<file path="config.mk">
export PLATFORM = sky130hd
export DESIGN_NAME = dcm_prog_ctrl_flat
export DESIGN_NICKNAME = d
export VERILOG_FILES = /design/src/rtl/clkgen_pkg.sv /design/src/rtl/dcm_prog_ctrl_if.sv /design/src/rtl/sync2.sv /design/src/rtl/dcm_prog_ctrl.sv /design/src/flat_wrapper.sv
export SDC_FILE = /design/constraint.sdc
export NUM_CORES = 1
export LEC_CHECK = 0
export ABC_AREA = 1
export CAP_MARGIN = 5
export CORE_ASPECT_RATIO = 2
export CORE_MARGIN = 3
export CORE_UTILIZATION = 50
export DETAILED_ROUTE_END_ITERATION = 6
export PLACE_DENSITY = 0.81
export REMOVE_ABC_BUFFERS = 1
export SETUP_SLACK_MARGIN = 0.15
export SLEW_MARGIN = 10
export SYNTH_ARGS = -nofsm -noshare
export SYNTH_HDL_FRONTEND = slang
export SYNTH_HIERARCHICAL = 1
export SYNTH_SLANG_ARGS = --single-unit
</file>
<file path="constraint.sdc">
create_clock -name clk -period 6.18 [get_ports clk]
set_input_delay 0.927 -clock clk [delete_from_list [all_inputs] [get_ports clk]]
set_output_delay 0.927 -clock clk [all_outputs]
set_load 0.005 [all_outputs]
</file>
<file path="src/rtl/clkgen_pkg.sv">
// Shared types and constants for the DCM_CLKGEN run-time programming controller.
// Holds the controller state encoding and the serial command frame layout.
package clkgen_pkg;

  typedef enum logic [3:0] {
    DCM_RESET,
    WAIT_LOCK,
    IDLE,
    LOAD_D,
    GAP_D,
    LOAD_M,
    GAP_M,
    GO,
    WAIT_DONE
  } state_t;

  // Command prefixes are written {second bit, first bit}; bit 0 goes out first.
  localparam logic [1:0] CMD_LOAD_D = 2'b01;
  localparam logic [1:0] CMD_LOAD_M = 2'b11;
  localparam int         LOAD_LEN   = 10;

  // Serial frame, LSB transmitted first: two command bits then the 8-bit value.
  function automatic logic [LOAD_LEN-1:0] prog_frame(input logic [1:0] cmd,
                                                     input logic [7:0] val);
    return {val, cmd};
  endfunction

endpackage

</file>
<file path="src/rtl/dcm_prog_ctrl_if.sv">
// Bundle of host request, status and DCM-facing signals for dcm_prog_ctrl.
// The controller uses the slave view; the host/DCM side uses the master view.
interface dcm_prog_ctrl_if;

  logic       cfg_valid;
  logic       cfg_ready;
  logic [7:0] cfg_m_m1;
  logic [7:0] cfg_d_m1;
  logic       dcm_locked;
  logic       dcm_progdone;
  logic       prog_en;
  logic       prog_data;
  logic       dcm_rst;
  logic       busy;
  logic       locked;
  logic [7:0] cur_m_m1;
  logic [7:0] cur_d_m1;
  logic       cfg_err;
  logic [7:0] relock_cnt;

  modport slave (
    input  cfg_valid, cfg_m_m1, cfg_d_m1, dcm_locked, dcm_progdone,
    output cfg_ready, prog_en, prog_data, dcm_rst, busy, locked,
           cur_m_m1, cur_d_m1, cfg_err, relock_cnt
  );

  modport master (
    output cfg_valid, cfg_m_m1, cfg_d_m1, dcm_locked, dcm_progdone,
    input  cfg_ready, prog_en, prog_data, dcm_rst, busy, locked,
           cur_m_m1, cur_d_m1, cfg_err, relock_cnt
  );

endinterface

</file>
<file path="src/rtl/sync2.sv">
// Two-flop synchroniser for a single asynchronous level; two cycles of latency.
module sync2 (
  input  logic clk,
  input  logic rst,
  input  logic i_d,
  output logic o_q
);

  logic r_meta;
  logic r_sync;

  always_ff @(posedge clk or posedge rst) begin
    if (rst) begin
      r_meta <= 1'b0;
      r_sync <= 1'b0;
    end else begin
      r_meta <= i_d;
      r_sync <= r_meta;
    end
  end

  assign o_q = r_sync;

endmodule

</file>
<file path="src/rtl/dcm_prog_ctrl.sv">
// Programs DCM_CLKGEN M/D over PROGEN/PROGDATA and supervises LOCKED with reset/relock.
// Outputs are registered from the next state; a request is taken only while cfg_ready.
module dcm_prog_ctrl
  import clkgen_pkg::*;
#(
  parameter logic [7:0] M_DEFAULT_M1 = 8'd1,
  parameter logic [7:0] D_DEFAULT_M1 = 8'd0,
  parameter int         RST_CYCLES   = 4,
  parameter int         DONE_TIMEOUT = 1024,
  parameter int         LOCK_TIMEOUT = 65535,
  parameter int         LOSS_FILTER  = 8
) (
  input  logic          clk,
  input  logic          rst,
  dcm_prog_ctrl_if.slave bus
);

  localparam int CNT_MAX = (LOCK_TIMEOUT > DONE_TIMEOUT) ? LOCK_TIMEOUT : DONE_TIMEOUT;
  localparam int CNT_W   = $clog2(CNT_MAX + 1);
  localparam int LOSS_W  = $clog2(LOSS_FILTER + 1);
  localparam int BIT_W   = $clog2(LOAD_LEN);

  state_t              r_state;
  state_t              w_state_nxt;
  logic [CNT_W-1:0]    r_cnt;
  logic [CNT_W-1:0]    w_cnt_nxt;
  logic [LOSS_W-1:0]   r_loss_cnt;
  logic [7:0]          r_shadow_m;
  logic [7:0]          r_shadow_d;

  logic                r_prog_en;
  logic                r_prog_data;
  logic                r_dcm_rst;
  logic                r_busy;
  logic                r_cfg_ready;
  logic                r_locked;
  logic [7:0]          r_cur_m;
  logic [7:0]          r_cur_d;
  logic                r_cfg_err;
  logic [7:0]          r_relock_cnt;

  logic                w_locked_sync;
  logic                w_progdone_sync;
  logic                w_accept;
  logic                w_loss;
  logic                w_done;
  logic                w_relock_inc;
  logic                w_err_nxt;
  logic                w_en_nxt;
  logic                w_data_nxt;
  logic                w_locked_nxt;
  logic [LOAD_LEN-1:0] w_frame_d;
  logic [LOAD_LEN-1:0] w_frame_m;

  sync2 u_sync_locked (
    .clk (clk),
    .rst (rst),
    .i_d (bus.dcm_locked),
    .o_q (w_locked_sync)
  );

  sync2 u_sync_progdone (
    .clk (clk),
    .rst (rst),
    .i_d (bus.dcm_progdone),
    .o_q (w_progdone_sync)
  );

  always_ff @(posedge clk or posedge rst) begin
    if (rst) begin
      r_state <= DCM_RESET;
    end else begin
      r_state <= w_state_nxt;
    end
  end

  always_comb begin
    w_state_nxt  = r_state;
    w_accept     = 1'b0;
    w_loss       = 1'b0;
    w_done       = 1'b0;
    w_relock_inc = 1'b0;
    w_err_nxt    = 1'b0;
    case (r_state)
      DCM_RESET: begin
        if (r_cnt == CNT_W'(RST_CYCLES - 1)) w_state_nxt = WAIT_LOCK;
      end
      WAIT_LOCK: begin
        if (w_locked_sync) begin
          w_state_nxt = IDLE;
        end else if (r_cnt == CNT_W'(LOCK_TIMEOUT - 1)) begin
          w_state_nxt  = DCM_RESET;
          w_relock_inc = 1'b1;
        end
      end
      IDLE: begin
        // Lock loss outranks a simultaneous request, which is then dropped.
        if (!w_locked_sync && (r_loss_cnt == LOSS_W'(LOSS_FILTER - 1))) begin
          w_loss       = 1'b1;
          w_relock_inc = 1'b1;
          w_state_nxt  = DCM_RESET;
        end else if (bus.cfg_valid && r_cfg_ready) begin
          if (bus.cfg_m_m1 == 8'd0) begin
            w_err_nxt = 1'b1;
          end else begin
            w_accept    = 1'b1;
            w_state_nxt = LOAD_D;
          end
        end
      end
      LOAD_D: begin
        if (r_cnt == CNT_W'(LOAD_LEN - 1)) w_state_nxt = GAP_D;
      end
      GAP_D:  w_state_nxt = LOAD_M;
      LOAD_M: begin
        if (r_cnt == CNT_W'(LOAD_LEN - 1)) w_state_nxt = GAP_M;
      end
      GAP_M:  w_state_nxt = GO;
      GO:     w_state_nxt = WAIT_DONE;
      WAIT_DONE: begin
        if (w_progdone_sync) begin
          w_done      = 1'b1;
          w_state_nxt = WAIT_LOCK;
        end else if (r_cnt == CNT_W'(DONE_TIMEOUT - 1)) begin
          w_err_nxt   = 1'b1;
          w_state_nxt = DCM_RESET;
        end
      end
      default: w_state_nxt = DCM_RESET;
    endcase
  end

  // Outputs are precomputed for the state being entered so they line up with it.
  always_comb begin
    w_cnt_nxt    = '0;
    w_en_nxt     = 1'b0;
    w_data_nxt   = 1'b0;
    w_locked_nxt = 1'b0;
    w_frame_d    = prog_frame(CMD_LOAD_D, w_accept ? bus.cfg_d_m1 : r_shadow_d);
    w_frame_m    = prog_frame(CMD_LOAD_M, r_shadow_m);
    if ((w_state_nxt == r_state) && (r_state != IDLE)) begin
      w_cnt_nxt = r_cnt + CNT_W'(1);
    end
    case (w_state_nxt)
      LOAD_D: begin
        w_en_nxt   = 1'b1;
        w_data_nxt = w_frame_d[w_cnt_nxt[BIT_W-1:0]];
      end
      LOAD_M: begin
        w_en_nxt   = 1'b1;
        w_data_nxt = w_frame_m[w_cnt_nxt[BIT_W-1:0]];
      end
      GO: begin
        w_en_nxt   = 1'b1;
        w_data_nxt = 1'b0;
      end
      default: begin
        w_en_nxt   = 1'b0;
        w_data_nxt = 1'b0;
      end
    endcase
    // The filtered lock is held through programming and only dropped once GO is issued.
    w_locked_nxt = w_state_nxt inside {IDLE, LOAD_D, GAP_D, LOAD_M, GAP_M, GO};
  end

  always_ff @(posedge clk or posedge rst) begin
    if (rst) begin
      r_cnt        <= '0;
      r_loss_cnt   <= '0;
      r_shadow_m   <= M_DEFAULT_M1;
      r_shadow_d   <= D_DEFAULT_M1;
      r_prog_en    <= 1'b0;
      r_prog_data  <= 1'b0;
      r_dcm_rst    <= 1'b1;
      r_busy       <= 1'b1;
      r_cfg_ready  <= 1'b0;
      r_locked     <= 1'b0;
      r_cur_m      <= M_DEFAULT_M1;
      r_cur_d      <= D_DEFAULT_M1;
      r_cfg_err    <= 1'b0;
      r_relock_cnt <= 8'd0;
    end else begin
      r_cnt <= w_cnt_nxt;
      if ((r_state == IDLE) && !w_loss && !w_accept && !w_locked_sync) begin
        r_loss_cnt <= r_loss_cnt + LOSS_W'(1);
      end else begin
        r_loss_cnt <= '0;
      end
      if (w_accept) begin
        r_shadow_m <= bus.cfg_m_m1;
        r_shadow_d <= bus.cfg_d_m1;
      end
      r_prog_en   <= w_en_nxt;
      r_prog_data <= w_data_nxt;
      r_dcm_rst   <= (w_state_nxt == DCM_RESET);
      r_busy      <= (w_state_nxt != IDLE);
      r_cfg_ready <= (w_state_nxt == IDLE);
      r_locked    <= w_locked_nxt;
      r_cfg_err   <= w_err_nxt;
      // A DCM reset reloads its power-on attributes, so the reported M/D follow.
      if (w_state_nxt == DCM_RESET) begin
        r_cur_m <= M_DEFAULT_M1;
        r_cur_d <= D_DEFAULT_M1;
      end else if (w_done) begin
        r_cur_m <= r_shadow_m;
        r_cur_d <= r_shadow_d;
      end
      if (w_relock_inc && (r_relock_cnt != 8'hFF)) begin
        r_relock_cnt <= r_relock_cnt + 8'd1;
      end
    end
  end

  assign bus.prog_en    = r_prog_en;
  assign bus.prog_data  = r_prog_data;
  assign bus.dcm_rst    = r_dcm_rst;
  assign bus.busy       = r_busy;
  assign bus.cfg_ready  = r_cfg_ready;
  assign bus.locked     = r_locked;
  assign bus.cur_m_m1   = r_cur_m;
  assign bus.cur_d_m1   = r_cur_d;
  assign bus.cfg_err    = r_cfg_err;
  assign bus.relock_cnt = r_relock_cnt;

endmodule

</file>
<file path="src/flat_wrapper.sv">
// flat-port wrapper written by rule: the top's interface ports become plain ports
module dcm_prog_ctrl_flat import clkgen_pkg::*;
#(
  parameter logic [7:0] M_DEFAULT_M1 = 8'd1,
  parameter logic [7:0] D_DEFAULT_M1 = 8'd0,
  parameter int         RST_CYCLES   = 4,
  parameter int         DONE_TIMEOUT = 1024,
  parameter int         LOCK_TIMEOUT = 65535,
  parameter int         LOSS_FILTER  = 8
)
  (clk, rst, bus_cfg_valid, bus_cfg_m_m1, bus_cfg_d_m1, bus_dcm_locked, bus_dcm_progdone, bus_cfg_ready, bus_prog_en, bus_prog_data, bus_dcm_rst, bus_busy, bus_locked, bus_cur_m_m1, bus_cur_d_m1, bus_cfg_err, bus_relock_cnt);
  dcm_prog_ctrl_if bus_i ();
  input  logic clk;
  input  logic rst;
  input wire logic [$bits(bus_i.cfg_valid)-1:0] bus_cfg_valid;
  input wire logic [$bits(bus_i.cfg_m_m1)-1:0] bus_cfg_m_m1;
  input wire logic [$bits(bus_i.cfg_d_m1)-1:0] bus_cfg_d_m1;
  input wire logic [$bits(bus_i.dcm_locked)-1:0] bus_dcm_locked;
  input wire logic [$bits(bus_i.dcm_progdone)-1:0] bus_dcm_progdone;
  output wire logic [$bits(bus_i.cfg_ready)-1:0] bus_cfg_ready;
  output wire logic [$bits(bus_i.prog_en)-1:0] bus_prog_en;
  output wire logic [$bits(bus_i.prog_data)-1:0] bus_prog_data;
  output wire logic [$bits(bus_i.dcm_rst)-1:0] bus_dcm_rst;
  output wire logic [$bits(bus_i.busy)-1:0] bus_busy;
  output wire logic [$bits(bus_i.locked)-1:0] bus_locked;
  output wire logic [$bits(bus_i.cur_m_m1)-1:0] bus_cur_m_m1;
  output wire logic [$bits(bus_i.cur_d_m1)-1:0] bus_cur_d_m1;
  output wire logic [$bits(bus_i.cfg_err)-1:0] bus_cfg_err;
  output wire logic [$bits(bus_i.relock_cnt)-1:0] bus_relock_cnt;
  assign bus_i.cfg_valid = bus_cfg_valid;
  assign bus_i.cfg_m_m1 = bus_cfg_m_m1;
  assign bus_i.cfg_d_m1 = bus_cfg_d_m1;
  assign bus_i.dcm_locked = bus_dcm_locked;
  assign bus_i.dcm_progdone = bus_dcm_progdone;
  assign bus_cfg_ready = bus_i.cfg_ready;
  assign bus_prog_en = bus_i.prog_en;
  assign bus_prog_data = bus_i.prog_data;
  assign bus_dcm_rst = bus_i.dcm_rst;
  assign bus_busy = bus_i.busy;
  assign bus_locked = bus_i.locked;
  assign bus_cur_m_m1 = bus_i.cur_m_m1;
  assign bus_cur_d_m1 = bus_i.cur_d_m1;
  assign bus_cfg_err = bus_i.cfg_err;
  assign bus_relock_cnt = bus_i.relock_cnt;
  dcm_prog_ctrl #(.M_DEFAULT_M1(M_DEFAULT_M1), .D_DEFAULT_M1(D_DEFAULT_M1), .RST_CYCLES(RST_CYCLES), .DONE_TIMEOUT(DONE_TIMEOUT), .LOCK_TIMEOUT(LOCK_TIMEOUT), .LOSS_FILTER(LOSS_FILTER)) u_core (.clk(clk), .rst(rst), .bus(bus_i));
endmodule
</file>
# Yosys cells after proc, flatten, opt, wreduce, memory -nomap -nowiden
# Index checks and enable logic that the tools add are counted.
word_totals:
  word_cells: 103
  in_bits: 21
  reg_bits: 75
  out_inout_bits: 31
classes:
  n_lt_le_gt_ge: 1
  n_eq_ne: 23
  n_addsub: 3
  muxes: 41
  reduce_logical: 16
op_table:
  columns: ["op", "count"]
  rows:
  - ["2-to-1 mux 4 bit", 11]
  - ["2-to-1 mux 8 bit", 5]
  - ["== test 4 x 3 -> 1 bit, second input constant", 9]
  - ["one-hot mux 4 bit (9 select lines)", 1]
  - ["2-to-1 mux 1 bit", 18]
  - ["adder 16 x 1 -> 16 bit, second input constant", 1]
  - ["== test 16 x 10 -> 1 bit, second input constant", 1]
  - ["== test 16 bit, second input constant", 1]
  - ["== test 16 x 2 -> 1 bit, second input constant", 1]
  - ["== test 16 x 4 -> 1 bit, second input constant", 1]
  - ["== test 4 x 2 -> 1 bit, second input constant", 4]
  - ["2-to-1 mux 16 bit", 1]
  - ["adder 8 x 1 -> 8 bit, second input constant", 1]
  - ["binary-select mux 1 bit (select 4 bit)", 2]
  - ["logical NOT 4 bit", 2]
  - ["logical NOT 8 bit", 1]
  - ["inequality test 4 x 2 -> 1 bit, second input constant", 2]
  - ["inequality test 8 bit, second input constant", 1]
  - ["logical AND 1 bit", 7]
  - ["one-hot mux 1 bit (2 select lines)", 3]
  - ["nonzero test 6 bit", 1]
  - ["less-than comparator 4 x 5 -> 1 bit, second input constant", 1]
  - ["adder 4 x 1 -> 4 bit, second input constant", 1]
  - ["== test 4 x 1 -> 1 bit, second input constant", 1]
  - ["other kinds (5)", 7]

# Depth between registers and ports, before layout
# Gate-level depths: netlist of the first run.
depth:
  word_depth: 11
  depth_mapped: 20
  ltp_nobuf: 20

# Modules after synthesis
# The synthesis of the first run kept the hierarchy.
by_module_without_submodules:
  columns: ["mod", "area_each_um2", "instances", "cells_per_inst", "seq_area_each_um2"]
  rows:
  - ["dcm_prog_ctrl", 3523.4, 1, 418, 1781.7]
  - ["sync2", 53.8, 2, 3, 50.0]

# Least setup slack after synthesis of the first run
# OpenSTA, ideal clock, no wires.
synth_timing:
  kind: "in2reg"
  start: "in bus_cfg_m_m1[5]"
  end: "reg u_core.r_prog_data, in the netlist u_core/bus.prog_data"
  required_ns: 6.063
  path_buffers: 0
  path_slack_ns: 3.621
  setup_ns: 0.117
  stages: 16
  arrival_time_ns: 2.442
  cell_sequence: "nor2_1 -> nand3_1 -> nor2_1 -> nor2_8 -> nor2_4 -> a21oi_2 -> nor2_4 -> nand2_4 -> nor2_8 -> nand3_1 -> nand2_1 -> nand3_1 -> nand2_1 -> nand2_1 -> nand2_1 -> nand2_1"
synth_between:
  elab_chain_len: 11
  word_cells_on_any_way: 20
  classes_between: "eq/ne (3); mux (15); reduce/logical (2)"
synth_lines:
  columns: ["item", "line_no", "rtl"]
  rows:
  - ["start: declaration", "flat_wrapper.sv:16", "input wire logic [$bits(bus_i.cfg_m_m1)-1:0] bus_cfg_m_m1;"]
  - ["logical NOT 8 bit (*)", "dcm_prog_ctrl.sv:103", "if (bus.cfg_m_m1 == 8'd0) begin"]
  - ["2-to-1 mux 4 bit (*)", "dcm_prog_ctrl.sv:103", null]
  - ["2-to-1 mux 4 bit (*)", "dcm_prog_ctrl.sv:102", "end else if (bus.cfg_valid && r_cfg_ready) begin"]
  - ["2-to-1 mux 4 bit (*)", "dcm_prog_ctrl.sv:98", "if (!w_locked_sync && (r_loss_cnt == LOSS_W'(LOSS_FILTER - 1))) begin"]
  - ["one-hot mux 4 bit (9 select lines) (*)", "dcm_prog_ctrl.sv:84", "case (r_state)"]
  - ["== test 4 bit (*)", "dcm_prog_ctrl.sv:141", "if ((w_state_nxt == r_state) && (r_state != IDLE)) begin"]
  - ["logical AND 1 bit (*)", "dcm_prog_ctrl.sv:141", null]
  - ["2-to-1 mux 16 bit (*)", "dcm_prog_ctrl.sv:141", null]
  - ["via u_core.w_cnt_nxt[1]", "dcm_prog_ctrl.sv:26", "logic [CNT_W-1:0] w_cnt_nxt;"]
  - ["binary-select mux 1 bit (select 4 bit) (on tied branches)", "dcm_prog_ctrl.sv:151, dcm_prog_ctrl.sv:147", null]
  - ["2-to-1 mux 1 bit (on tied branches)", "dcm_prog_ctrl.sv:151, dcm_prog_ctrl.sv:147", null]
  - ["one-hot mux 1 bit (2 select lines) (*)", "dcm_prog_ctrl.sv:144", "case (w_state_nxt)"]
  - ["via u_core.w_data_nxt", "dcm_prog_ctrl.sv:50", "logic w_data_nxt;"]
  - ["end signal: assignment", "dcm_prog_ctrl.sv:194", "r_prog_data <= w_data_nxt;"]
  - ["end: declaration", "dcm_prog_ctrl.sv:32", "logic r_prog_data;"]
# The timed path passes the listed nets; every way through them passes the cells marked *. The select of a mux whose other input is x is not followed.
# A chain may end at the register's enable or synchronous reset.

# Final worst setup path of the first run
layout_timing:
  start: "in bus_cfg_m_m1[5]"
  end: "reg u_core.r_cur_d[1], in the netlist u_core/bus.cur_d_m1[1]"
layout_between:
  elab_chain_len: 7
  word_cells_on_any_way: 8
  classes_between: "mux (5); reduce/logical (3)"
layout_lines:
  columns: ["item", "line_no", "rtl"]
  rows:
  - ["logical NOT 8 bit (*)", "dcm_prog_ctrl.sv:103", null]
  - ["2-to-1 mux 4 bit (*)", "dcm_prog_ctrl.sv:103", null]
  - ["2-to-1 mux 4 bit (*)", "dcm_prog_ctrl.sv:102", null]
  - ["2-to-1 mux 4 bit (*)", "dcm_prog_ctrl.sv:98", null]
  - ["one-hot mux 4 bit (9 select lines) (*)", "dcm_prog_ctrl.sv:84", null]
  - ["via u_core.w_state_nxt[0]", "dcm_prog_ctrl.sv:24", "state_t w_state_nxt;"]
  - ["logical NOT 4 bit (*)", "dcm_prog_ctrl.sv:201", "if (w_state_nxt == DCM_RESET) begin"]
  - ["2-to-1 mux 8 bit / nonzero test 2 bit (equally long branches)", null, null]
  - ["end signal: assignment", "dcm_prog_ctrl.sv:206", "r_cur_d <= r_shadow_d;"]
  - ["end: declaration", "dcm_prog_ctrl.sv:38", "logic [7:0] r_cur_d;"]
# The timed path passes the listed nets; every way through them passes the cells marked *.

==> metrics, run 1 <==
Yosys warnings 6; RSZ-0062 raised after global routing false; share of cells above drive strength 1 9.485%; die extent in y 126.5 um; post-layout net count 506; DRT iter0 DRCs 180; DRT antenna net count 0; status completed; Final WS setup 2.948 ns; critical path class in2reg; Vias/cell 5.238; CTS Buffer Depth 2; synthesis-to-finish area growth 25.47%; GPL Wtd Cong 0.8620; Num CTS Buffers 9; final period utilization 52.30%; Critical Path Fanout Max 19; PostCTS Resize Cnt 0; Slowest-stage cell, CP clkdlybuf4s50_1; post-synthesis register bit count 75; vias in the first global route 3118; Clk Latency, worst-skew pair 0.33 ns; final non-filler cell total 575; post-synthesis cell type count 41; critical path launch point type primary input; gr usage total 21.69%; root buffer cell clkbuf_16; IO Port Bufs 51; Power Density 378.8 nW/um^2; Final Skew 0.003451 ns; hold buffer count at CTS 0; CTS Sinks 75; Async SR Flop Fraction 100.0%; Post-Syn Area 3631 um^2; measured slew at the worst slew-check pin 0.9067 ns; initial antenna violation count 0; clk slew on worst S/H paths 0.06 ns; Final Hold Violating Endpoints 0; routed wire length 8204 um; TritonCTS clock tree done; max-slew violation count 0; CP max stage delay 0.42 ns; via count 3012; post-CTS setup buffers 0; Placed Cells incl. Taps 559; drt wl/cell 14.27 um; Critical Path RT 6.37 ns; max_slew headroom 39.55%; ys flop type dfrtp_1; Post-synth EDFFs 0; Crit. End Element register; # H-tree levels 3; worst vdd ir 0.0003052 V; largest net degree at the start of global routing 72; Lkg Pwr 2.174 nW; Post-route DRC 0; first-pass GRT wire length 13850 um; CP Cell Sequence clkdlybuf4s50_1 -> nor2_1 -> nand3_1 -> nor2_1 -> nor2_8 -> nor2_4 -> nand2_1 -> nor3_4 -> inv_1 -> nand3_1 -> o21ai_0; fmax 0.3094 GHz; Worst EP arrival 3.42 ns; initial core utilization 51.91%; DR pass1 iterations 4; clock period minus worst slack 3.232 ns; Setup WS pre-CTS 2.638 ns; hold crit path type reg2reg; register area share after synthesis 51.83%; ANT cells 0; row count 43; setup TNS 0 ns; # IOs 52; setup violators final 0; hpwl dp 6050 um; die width 66.26 um; Total Die Area 8382 um^2; core box area 6994 um^2; # Max-Cap Violations 0; syn avg cell area 8.564 um^2; Mapped Cells 424; GR Overflow Total 0
## cells in the mapped netlist (2+ instances only)
| cell | count | area [um^2] |
|---|---|---|
| a21oi_1 | 10 | 50.05 |
| xnor2_1 | 5 | 43.79 |
| o211ai_1 | 2 | 15.01 |
| ha_1 | 5 | 62.56 |
| dfrtp_1 | 71 | 1777 |
| nand3_1 | 40 | 200.2 |
| o21a_1 | 2 | 15.01 |
| clkbuf_1 | 4 | 15.01 |
| nand3_2 | 2 | 20.02 |
| inv_2 | 7 | 26.28 |
| nand2_2 | 2 | 12.51 |
| nor2_8 | 2 | 40.04 |
| nor2_4 | 4 | 45.04 |
| inv_1 | 54 | 202.7 |
| nand2_1 | 92 | 345.3 |
| nor2_1 | 48 | 180.2 |
| nand4_1 | 6 | 37.54 |
| o21ai_0 | 25 | 125.1 |
| xor2_1 | 9 | 78.83 |
| dfstp_2 | 4 | 105.1 |
| nor3_1 | 9 | 45.04 |
| nor2_2 | 2 | 12.51 |
## where the power goes
part / internal [mW] / switching, mW
Clock: 0.374 / 0.188
Sequential: 0.584 / 0.0549
Combinational: 0.175 / 0.350
Total: 1.13 / 0.593
## cells by family (layout without fill, tap and decap cells)
kind of cell	Yosys count	after routing	share of synthesized area [%]
buf+inv	68	129	7.270
xor+xnor	14	14	3.377
simple gates	214	214	28.15
mux	2	2	0.5858
compound gates	46	46	7.064
fa+ha+maj	5	5	1.723
flops	75	75	51.83
## layout make-up
class | instances | area, um^2
timing repair buffer | 52 | 518.0
multi-input combinational | 281 | 1485
clock inverter | 4 | 72.57
fill | 579 | 2439
clock buffer | 12 | 256.5
sequential | 75 | 1882
inverter | 61 | 229.0
tap | 90 | 112.6
## metal layers
metal	vias up	track usage [%]	share of wire, %
met4	0	12.10	2.8
li1	1472	-	-
met5	-	0	0
met2	80	38.43	57
met3	23	4.606	3.4
met1	1437	22.88	37
## path summary, 6_finish.rpt
kind / start / to / slack [ns] / cells past startpoint
setup / recovery: bus_cfg_m_m1[5] / u_core/bus.cur_d_m1[1]$_DFFE_PP0P_ / 2.95 / 11
hold / removal: u_core/u_sync_progdone/r_meta$_DFF_PP0_ / u_core/u_sync_progdone/o_q$_DFF_PP0_ / 0.35 / 0
setup reg to reg: u_core/r_state[0]$_DFF_PP0_ / u_core/bus.prog_data$_DFF_PP0_ / 3.43 / 18
hold reg to reg: u_core/u_sync_progdone/r_meta$_DFF_PP0_ / u_core/u_sync_progdone/o_q$_DFF_PP0_ / 0.35 / 0
max in group asynchronous: rst / u_core/bus.relock_cnt[4]$_DFFE_PP0P_ / 4.34 / 3
min in group asynchronous: rst / u_core/u_sync_progdone/r_meta$_DFF_PP0_ / 0.82 / 2
## through the flow
| stage | hold slack, ns | utilization [%] | power [mW] | area (um^2) |
|---|---|---|---|---|
| after global routing | 0.3536 | 65.13 | 1.827 | 4556 |
| after CTS | 0.3517 | 65.13 | 1.738 | 4556 |
| after floorplan | 0.3312 | - | 1.000 | 3596 |
| after detailed placement | 0.3389 | 60.43 | 1.169 | 4227 |
| final | 0.3482 | 65.13 | 1.726 | 4556 |
| after global placement | 0.3339 | 60.43 | 1.152 | 4227 |
## sequential cells by signal (all words and copies together), names as in the netlist, 4 cells and up
| signal | flops |
|---|---|
| u_core/bus.cur_d_m1 | 8 |
| u_core/bus.cur_m_m1 | 8 |
| u_core/bus.relock_cnt | 8 |
| u_core/r_cnt | 16 |
| u_core/r_loss_cnt | 4 |
| u_core/r_shadow_d | 8 |
| u_core/r_shadow_m | 8 |
| u_core/r_state | 4 |
## critical path: cells and delay by family
| kind | cells | cell delay (ns) |
|---|---|---|
| buf+inv | 2 | 0.71 |
| simple gates | 8 | 1.63 |
| compound gates | 1 | 0.13 |
## cell usage in the layout, fill, tap and decap left out, types with 4 or more instances in the layout
cell             count
nand2_1             92
dfrtp_1             71
inv_1               53
clkdlybuf4s50_1     51
nor2_1              48
nand3_1             40
o21ai_0             25
a21oi_1             10
clkbuf_16            9
nor3_1               9
xor2_1               9
inv_2                8
nand4_1              6
xnor2_1              5
ha_1                 5
nor2_4               4
dfstp_2              4
Power figures use the tool's default switching activity.
==> run 2: changes to the inputs <==
==> constraint.sdc (replaced) <==
create_clock -name clk -period 3.04 [get_ports clk]
set_input_delay 0.456 -clock clk [delete_from_list [all_inputs] [get_ports clk]]
set_output_delay 0.456 -clock clk [all_outputs]
set_load 0.005 [all_outputs]
==> run 2 against run 1 <==
Net effect:
- cell area decreased by 0.27%
- largest power group unchanged
- combinational power up 110%
- clock power up 83%
- sequential cell count did not move
- worst setup slack got worse by 2.6 ns
- highest routed layer unchanged
- register-to-register slack got worse by 3.0 ns
- power rose by 99%
- hold slack got worse by 0.0032 ns
- critical path depth increased by 6
- largest cell class unchanged
==> metrics, run 2 (synthesized netlist as in run 1, its figures left out) <==
status completed; clk slew on worst S/H paths 0.06 ns (about the same); TritonCTS clock tree done; Total Die Area 8382 um^2 (unchanged); Largest register FFs 16 (unchanged); fillers 585 (+1.0%); Final Core Density 64.96% (-0.18 points); hold endpoint u_core/u_sync_progdone/o_q$_DFF_PP0_; fmax 0.3779 GHz; Power Density 754.9 nW/um^2 (+99%); max-slew violation count 0 (unchanged); setup TNS 0 ns (unchanged); synthesis-to-finish area growth 25.12%; commonest cells after routing, fill and taps aside nand2_1 (92), dfrtp_1 (71), inv_1 (53), clkdlybuf4s50_1 (51), nor2_1 (48); Worst EP arrival 2.87 ns (-0.55 ns); root buffer cell clkbuf_16; max_slew headroom 67.78% (+28 points); hold path cells 0 (unchanged); vias in the first global route 3206 (+2.8%); largest net degree at the start of global routing 72 (unchanged); post-layout net count 508 (+0.40%); critical path launch point type primary input; Lkg Pwr 2.170 nW (-0.20%); clock period minus worst slack 2.646 ns; share of cells above drive strength 1 9.240% (-0.24 points); hold crit path type reg2reg; worst r2r path cells 19 (+1); RSZ-0062 raised after global routing false; row count 43 (unchanged); setup violators final 0 (unchanged); Critical R2R Capture u_core/bus.prog_data$_DFF_PP0_; # IOs 52 (unchanged); initial antenna violation count 0 (unchanged); IO Port Bufs 51 (unchanged); DR pass1 iterations 4 (unchanged); via count 3003 (-0.30%); core box area 6994 um^2 (unchanged); r2r setup slk 0.46 ns (-2.97 ns); DRT iter0 DRCs 133 (-26%); r2r startpoint u_core/r_loss_cnt[0]$_DFF_PP0_; Reg with most FFs u_core/r_cnt; final period utilization 87.04%; GR Overflow Total 0 (unchanged); Num CTS Buffers 9 (unchanged); measured slew at the worst slew-check pin 0.4827 ns (-0.4240 ns); Critical Path Fanout Max 19 (unchanged); die extent in y 126.5 um (unchanged); hpwl dp 6108 um (+0.95%); die width 66.26 um (unchanged); GPL Wtd Cong 0.8682 (+0.72%); drt wl/cell 14.25 um (-0.10%); post-CTS setup buffers 0 (unchanged); first-pass GRT wire length 14040 um (+1.4%); Critical Path RT 3.26 ns (-3.11 ns); Vias/cell 5.205 (-0.64%); CTS Buffer Depth 2 (unchanged); worst vdd ir 0.0005579 V (+83%); Final Hold Violating Endpoints 0 (unchanged); DRT antenna net count 0 (unchanged); Crit. End Element register; hold path start u_core/u_sync_progdone/r_meta$_DFF_PP0_; hold buffer count at CTS 0 (unchanged); CTS Sinks 75 (unchanged); gr usage total 21.80% (+0.11 points); Clk Latency, worst-skew pair 0.33 ns (about the same); ANT cells 0 (unchanged); routed wire length 8224 um (+0.24%); # Max-Cap Violations 0 (unchanged); # H-tree levels 3 (unchanged); Final Skew 0.005555 ns (+0.002104 ns); PostCTS Resize Cnt 0 (unchanged); critical path class in2reg; initial core utilization 51.91% (unchanged); Post-route DRC 0 (unchanged); most common cell after layout, fill and taps aside nand2_1
-- run 2: through the flow --
step                      setup slack (ns)  instances  power [mW]  hold slack, ns  area (um^2)
final                               0.3939        577       3.430          0.3450         4543
after global routing                0.1658        577       3.619          0.3523         4543
after CTS                           0.4054        577       3.455          0.3484         4543
after detailed placement           0.06089        561       2.399          0.3365         4254
after global placement              0.1315        561       2.363          0.3335         4254
after floorplan                     0.7573        417       2.033          0.1972         3596
-- run 2: metal layers --
layer	GRT usage (%)	wire length [um]	vias to the layer above
li1	-	-	1469
met1	22.29	2986	1455
met2	39.37	4695	58
met3	3.897	243	21
met4	13.05	299	0
met5	0	0	-
-- run 2: worst max-delay path by stage --
stage	endpoint	from	slack, ns
after floorplan	u_core/bus.prog_data$_DFF_PP0_	u_core/r_state[0]$_DFF_PP0_	0.76
after global placement	u_core/bus.prog_data$_DFF_PP0_	bus_cfg_m_m1[5]	0.13
after detailed placement	u_core/bus.prog_data$_DFF_PP0_	bus_cfg_m_m1[5]	0.06
after CTS	u_core/bus.prog_data$_DFF_PP0_	bus_cfg_m_m1[5]	0.41
after global routing	u_core/bus.prog_data$_DFF_PP0_	bus_cfg_m_m1[5]	0.17
final	u_core/bus.prog_data$_DFF_PP0_	bus_cfg_m_m1[5]	0.39
-- run 2: critical path, cell delays in order --
cell and delay (ns):
clkdlybuf4s50_1 0.44, nor2_1 0.20, nand3_1 0.12, nor2_1 0.29, nor2_8 0.13, nor2_4 0.17, a21oi_2 0.08, nor2_4 0.22
nand2_4 0.18, nor2_8 0.16, nand3_1 0.09, nand2_1 0.06, nand3_1 0.07, nand2_1 0.06, nand2_1 0.04, nand2_1 0.05
nand2_1 0.05
-- run 2: final cells by class --
| class | count | area [um^2] | area share (%) |
|---|---|---|---|
| Clock buffer | 14 | 254.0 | 5.591 |
| Clock inverter | 2 | 35.03 | 0.7711 |
| Inverter | 61 | 229.0 | 5.040 |
| Multi-Input combinational cell | 281 | 1485 | 32.69 |
| Tap cell | 90 | 112.6 | 2.479 |
| Sequential cell | 75 | 1882 | 41.42 |
| Timing Repair Buffer | 54 | 545.5 | 12.01 |
-- run 2: where the power goes --
| part | leakage, nW | total, mW | internal, mW | switching, mW |
|---|---|---|---|---|
| sequential | 0.983 | 1.30 | 1.19 | 0.111 |
| clock | 0.141 | 1.03 | 0.657 | 0.368 |
| combinational | 1.05 | 1.11 | 0.372 | 0.735 |
==> run 3: changes to the inputs <==
--- a/config.mk
+++ b/config.mk
@@ -11,7 +11,8 @@
 export CORE_MARGIN = 3
 export CORE_UTILIZATION = 50
 export DETAILED_ROUTE_END_ITERATION = 6
-export PLACE_DENSITY = 0.81
+export HOLD_SLACK_MARGIN = 0.02
+export PLACE_DENSITY = 0.74
 export REMOVE_ABC_BUFFERS = 1
 export SETUP_SLACK_MARGIN = 0.15
 export SLEW_MARGIN = 10
==> run 3 against run 2 <==
Net effect:
- hold slack better by 0.0041 ns
- via count down 0.93%
- worst setup slack better by 0.021 ns
- die area unchanged
- final cell count up 0.35%
- largest power group unchanged
- critical path type unchanged
- combinational power about the same
- largest cell class unchanged
- count of clock-buffer cells in the layout up 1
- sequential share of layout area down 0.40 points
- sequential cell count unchanged
==> metrics, run 3 (synthesized netlist as in run 1, its figures left out) <==
Final Skew 0.005883 ns (+0.0003280 ns); final period utilization 86.35% (-0.69 points); root buffer cell clkbuf_16; setup TNS 0 ns (unchanged); Reg area 1882 um^2 (unchanged); hpwl dp 6109 um (about the same); Reg with most FFs u_core/r_cnt; initial core utilization 51.91% (unchanged); Critical Path Fanout Max 18 (-1); die width 66.26 um (unchanged); Multi-input gate area 1485 um^2 (unchanged); max-slew violation count 0 (unchanged); initial antenna violation count 0 (unchanged); Crit. End Element register; gr usage total 21.69% (-0.11 points); measured slew at the worst slew-check pin 0.4723 ns (-0.01047 ns); row count 43 (unchanged); Clk Latency, worst-skew pair 0.33 ns (about the same); core box area 6994 um^2 (unchanged); RSZ-0062 raised after global routing false; PostCTS Resize Cnt 0 (unchanged); clock period minus worst slack 2.625 ns (-0.02094 ns); synthesis-to-finish area growth 26.33%; IO Port Bufs 51 (unchanged); first-pass GRT wire length 13800 um (-1.7%); die extent in y 126.5 um (unchanged); GPL Wtd Cong 0.8755 (+0.84%); CTS Buffer Depth 2 (unchanged); DRT iter0 DRCs 149 (+12%); Vias/cell 5.138 (-1.3%); ANT cells 0 (unchanged); Final Hold Violating Endpoints 0 (unchanged); TritonCTS clock tree done; commonest cells after routing, fill and taps aside nand2_1 (92), dfrtp_1 (71), inv_1 (53), clkdlybuf4s50_1 (51), nor2_1 (48); hold crit path type reg2reg; # Max-Cap Violations 0 (unchanged); hold buffer count at CTS 0 (unchanged); share of cells above drive strength 1 10.02% (+0.78 points); critical path class in2reg; hold path cells 0 (unchanged); largest net degree at the start of global routing 72 (unchanged); most common cell after layout, fill and taps aside nand2_1; Post-route DRC 0 (unchanged); DR pass1 iterations 4 (unchanged); Lkg Pwr 2.196 nW (+1.2%); post-layout net count 510 (+0.39%); Total Die Area 8382 um^2 (unchanged); Largest register FFs 16 (unchanged); # H-tree levels 3 (unchanged); Num CTS Buffers 9 (unchanged); clk slew on worst S/H paths 0.06 ns (about the same); CTS Sinks 75 (unchanged); # IOs 52 (unchanged); fmax 0.3809 GHz (+0.80%); post-CTS setup buffers 0 (unchanged); status completed; worst r2r path cells 14 (-5); GR Overflow Total 0 (unchanged); drt wl/cell 14.34 um (+0.59%); Power Density 765.6 nW/um^2 (+1.4%); fillers 583 (-0.34%); routed wire length 8301 um (+0.94%); setup violators final 0 (unchanged); Final Core Density 65.58% (+0.63 points); max_slew headroom 68.51% (+0.73 points); Critical Path RT 3.26 ns (about the same); worst vdd ir 0.0006599 V (+18%); vias in the first global route 3026 (-5.6%); Worst EP arrival 2.84 ns (-0.03 ns); via count 2975 (-0.93%); DRT antenna net count 0 (unchanged); critical path launch point type primary input
-- run 3: changes by cell type in the layout (fill, tap and decap cells not counted) --
cell      change
clkbuf_1      -2
buf_4         +2
clkinv_2      -1
clkbuf_8      +3
-- run 3: worst paths after layout --
check | startpoint | to | slack (ns)
max in group asynchronous | rst | u_core/r_shadow_m[0]$_DFFE_PP1P_ | 2.09
worst max-delay path | bus_cfg_m_m1[5] | u_core/bus.prog_data$_DFF_PP0_ | 0.41
min in group asynchronous | rst | u_core/u_sync_progdone/o_q$_DFF_PP0_ | 0.37
worst max register to register | u_core/r_loss_cnt[0]$_DFF_PP0_ | u_core/bus.prog_data$_DFF_PP0_ | 0.45
worst min-delay path | u_core/u_sync_locked/r_meta$_DFF_PP0_ | u_core/u_sync_locked/o_q$_DFF_PP0_ | 0.35
worst min register to register | u_core/u_sync_locked/r_meta$_DFF_PP0_ | u_core/u_sync_locked/o_q$_DFF_PP0_ | 0.35
-- run 3: layout make-up --
cell class / instances / share of cell area (%)
flip-flops and latches: 75 / 41.03
multi-input cells: 281 / 32.38
clock inverters: 1 / 0.6547
repair buffers: 56 / 12.22
clock buffers: 15 / 6.274
well taps: 90 / 2.455
inverters: 61 / 4.992
-- run 3: worst max-delay path, cell delays in order --
cell and delay, ns:
clkdlybuf4s50_1 0.42, nor2_1 0.21, nand3_1 0.13, nor2_1 0.31
nor2_8 0.07, buf_4 0.20, inv_1 0.34, nand2_1 0.08
o21ai_0 0.19, nand2_1 0.10, o211ai_1 0.10, nand2_1 0.08
nand3_1 0.08, nand2_1 0.06
-- run 3: metal layers --
metal / wire, um / up-vias / track usage, %
li1: - / 1474 / -
met1: 2996 / 1419 / 22.70
met2: 4822 / 65 / 39.66
met3: 238 / 17 / 4.163
met4: 243 / 0 / 10.54
met5: 0 / - / 0
-- run 3: where the power goes --
group          switching, mW  internal, mW
clock                  0.373         0.725
sequential             0.110          1.19
combinational          0.732         0.385
total                   1.21          2.30
-- run 3: stage by stage --
stage                     setup slack, ns  power [mW]  cells  hold slack (ns)  area (um^2)
after floorplan                    0.7573       2.033    417           0.1972         3596
after global placement             0.1748       2.393    563           0.3338         4269
after detailed placement           0.1154       2.418    563           0.3358         4269
after CTS                          0.4323       3.539    579           0.3478         4587
after global routing               0.1670       3.713    579           0.3497         4587
final                              0.4148       3.512    579           0.3491         4587
